File: src/rtl/ides8_sat_cnt.sv
// Up-counter that sticks at all-ones; synchronous clear has priority over increment.
module ides8_sat_cnt #(
  parameter int W = 8
) (
  input  logic         clk_i,
  input  logic         nrst_i,
  input  logic         clr_i,
  input  logic         inc_i,
  output logic [W-1:0] val_o
);

  logic [W-1:0] r_val;

  always_ff @(posedge clk_i) begin
    if (!nrst_i) begin
      r_val <= '0;
    end else if (clr_i) begin
      r_val <= '0;
    end else if (inc_i && (r_val != {W{1'b1}})) begin
      r_val <= r_val + 1'b1;
    end
  end

  assign val_o = r_val;

endmodule

File: config.mk
export PLATFORM = sky130hd
export DESIGN_NAME = ides8_sat_cnt
export DESIGN_NICKNAME = d
export VERILOG_FILES = /design/src/rtl/ides8_sat_cnt.sv
export SDC_FILE = /design/constraint.sdc
export NUM_CORES = 1
export LEC_CHECK = 0
export CAP_MARGIN = 20
export CORE_AREA = 3 3 40 42
export CTS_CLUSTER_SIZE = 24
export DETAILED_ROUTE_END_ITERATION = 8
export DIE_AREA = 0 0 43 45
export GPL_TIMING_DRIVEN = 1
export PLACE_DENSITY = 0.57
export SLEW_MARGIN = 20
export SYNTH_ARGS = -nofsm -noshare
export SYNTH_HDL_FRONTEND = slang
export SYNTH_SLANG_ARGS = --single-unit
export TNS_END_PERCENT = 30
File: constraint.sdc
create_clock -name clk_i -period 1.5 [get_ports clk_i]
set_clock_uncertainty 0.15 [all_clocks]
set_input_delay 0.225 -clock clk_i [delete_from_list [all_inputs] [get_ports clk_i]]
set_output_delay 0.225 -clock clk_i [all_outputs]
set_load 0.05 [all_outputs]
==> impl_metrics.csv <==
group,metric,value,unit
run_status,status,"completed",
clock_tree,insertion_delay,0.26,ns
synth,synth.most_common_cell,"dfxtp_1",
worst_setup_path,cp_cell_sequence,"ha_2, and4_4, a211oi_2, mux2i_1",
global_route,grt_overflow,0,
detailed_routing,drtIter0Drc,12,
worst_setup_path,crit_end,"val_o[5]",
final_layout,largest_reg_flops,8,
pwr,switching_share,23.42,%
clock_tree,clk_pin_slew,0.06,ns
clock_tree,post_cts_buffers,0,
synth,syn_avg_cell_area,9.166,um2
final_layout,drive_above_1_share,40.00,%
pwr,cellPowerDensity,626.6,mW/mm2
global_route,grt_pass1_vias,381,
worst_setup_path,cp.depth,4,
die,start_util,32.81,%
synth,synth_top_area_share,37.98,%
detailed_routing,drtAntennaViolNets,0,
timing,period_share,95.88,%
worst_setup_path,crit_family,"flip-flops",
worst_setup_path,slowest_delay,0.36,ns
place,place_congestion,0.7458,
final_layout,final_area,706.9,um2
place,dpl.hpwl,715.4,um
min_path,hp-class,"register to register",
clock_tree,cts.sinks,8,
synth,seq_area_frac_synth,37.98,%
clock_tree,htree_levels,1,
synth,yosys_warnings,0,
final_layout,nNetsFinal,71,
pwr,p_comb_share,10.2,%
final_layout,seq_area,171.4,um2
synth,synth_top_area_cell,"dfxtp_1",
worst_setup_path,worstPathRequired,1.54,ns
die,core,0.001285,mm2
worst_setup_path,worst-path-max-fanout,5,
final_layout,area_delta_synth_final,67.66,%
worst_setup_path,r2r_slack,0.06,ns
worst_setup_path,crit_type,"register to register",
pwr,p_clk_share,41.5,%
synth,synth_cell_type_count,19,
worst_setup_path,arrival,1.48,ns
die,die_h,45,um
timing,hold_viol,0,
clock_tree,cts_buffers,3,
detailed_routing,vias,399,
pwr,vdd_drop_max,0.4057,mV
worst_setup_path,r2r_end,"val_o[5]",
clock_tree,cts_tree,"done",
synth,syn_area,421.7,um2
die,die_w,43,um
worst_setup_path,cp-start-kind,"register",
timing,post-route-min-period,1.438,ns
detailed_routing,viasPerCell,4.988,
final_layout,multi_input_area,270.3,um2
die,design.die.area,0.001935,mm2
worst_setup_path,r2r_start,"val_o[1]",
synth,netlist_instances,46,
timing,drv_slew,0,
worst_setup_path,crit_start,"val_o[1]",
worst_setup_path,worst-r2r-cell-count,4,
detailed_routing,first_pass_iters,2,
worst_setup_path,endpoint_kind,"register",
detailed_routing,wl,941,um
synth,synth_common_cells,"dfxtp_1, a21oi_1, nand2_1",
synth,synthTopCellsByArea,"dfxtp_1, and4_1, mux2i_1, a21oi_1, nand2_1",
pwr,p_int,0.3392,mW
global_route,grt_max_degree,10,
die,pin_count,12,
timing,relSlewSlack,85.35,%
pwr,switchingPower,0.1038,mW
pwr,power_frac_seq,48.2,%
final_layout,antenna_cells,0,
global_route,grt_pass1_wl,1662,um
global_route,grt_usage,11.58,%
timing,tns,0,ns
timing,worst_pin_slew,0.2198,ns
timing,rsz0062_at_grt,"false",
timing,setup_slack,0.06184,ns
timing,finalSetupViolCount,0,
synth,ys.flop_type,"dfxtp_1",
detailed_routing,routedWlPerCell,11.76,um
job,drv_cap,0,
place,placed_cell_area,671.9,um2
synth,ys_seq_elements,8,
synth,synth_edf_count,0,
final_layout,n_fill_cell,112,
synth,synth_nets,51,
pwr,leakagePower,0.2673,nW
die,num_rows,13,
worst_setup_path,crit_buf_inv,0,
clock_tree,clockBufferDepth,2,
global_route,grt_antenna_before_repair,0,
worst_setup_path,cp_slowest_cell,"dfxtp_4",
place,io_buffers,11,
detailed_routing,drcViolationCount,0,
place,place_ws,-0.1040,ns
timing,fmax,695.3,MHz
clock_tree,cts_root_buf,"clkbuf_4",
synth,ys_async_sr_fraction,0,%
[cell usage in the layout (no fill, tap or decap), drive strengths merged]
cell            n
a211oi          1
a21boi          1
a21oi           5
a311oi          1
a31oi           2
and3            1
and4            5
buf            12
clkbuf          4
clkdlybuf4s50   3
dfxtp           8
ha              1
mux2i           3
nand2           5
nand2b          3
nand3           1
nand4           1
nor2b           4
nor3            2
o21ai           2
[worst reg2reg max path, delay by kind of cell, from the launching register on]
kind,cells,cell delay [ns]
simple gates,1,0.22
fa+ha+maj,1,0.19
mux,1,0.21
flops,1,0.36
compound gates,1,0.24
[through the flow]
step,hold slack (ns),cells,total power [mW],utilization [%]
floorplan,0.2579,46,0.2368,-
global placement,0.3514,76,0.2636,52.29
detailed placement,0.3548,76,0.2636,52.29
CTS,0.3783,80,0.4512,54.33
global route,0.4000,80,0.4678,55.01
finish,0.3753,80,0.4429,55.01
[logic make-up after synthesis]
kind of cell | synth area share (%)
compound gates | 18.99
flops | 37.98
fa+ha+maj | 2.967
mux | 7.122
simple gates | 32.94
[worst min-delay path by stage]
stage	start	to	cells after the start
after global placement	val_o[1]	val_o[1]	2
after floorplan	nrst_i	val_o[7]	2
after CTS	val_o[1]	val_o[1]	2
after detailed placement	val_o[3]	val_o[3]	1
after global routing	val_o[1]	val_o[1]	2
final	val_o[1]	val_o[1]	2
[layer usage]
| layer | vias up | global-route usage, % | wire [um] |
|---|---|---|---|
| met4 | 0 | 3.614 | 0 |
| met1 | 175 | 13.77 | 434 |
| met3 | 0 | 5.976 | 33 |
| met2 | 5 | 18.26 | 473 |
| met5 | - | 0 | 0 |
| li1 | 219 | - | - |
[what timing repair did]
item,in CTS,in global routing
setup endpoints to repair,0,3
hold buffers,0,0
gates resized for setup,0,2
[power by group through the flow]
stage               Sequential, mW  Combinational [mW]  Clock [mW]
floorplan                    0.225              0.0114           0
global placement             0.218              0.0453           0
detailed placement           0.218              0.0453           0
CTS                          0.213              0.0453       0.192
global route                 0.214              0.0487       0.205
finish                       0.214              0.0454       0.184
[layout make-up]
type / instances / area share, %
tap: 15 / 2.655
sequential: 8 / 24.25
clock buffer: 4 / 3.717
multi-input combinational: 38 / 38.23
timing repair buffer: 15 / 31.15
No activity file was read; power rests on OpenSTA's default activity.
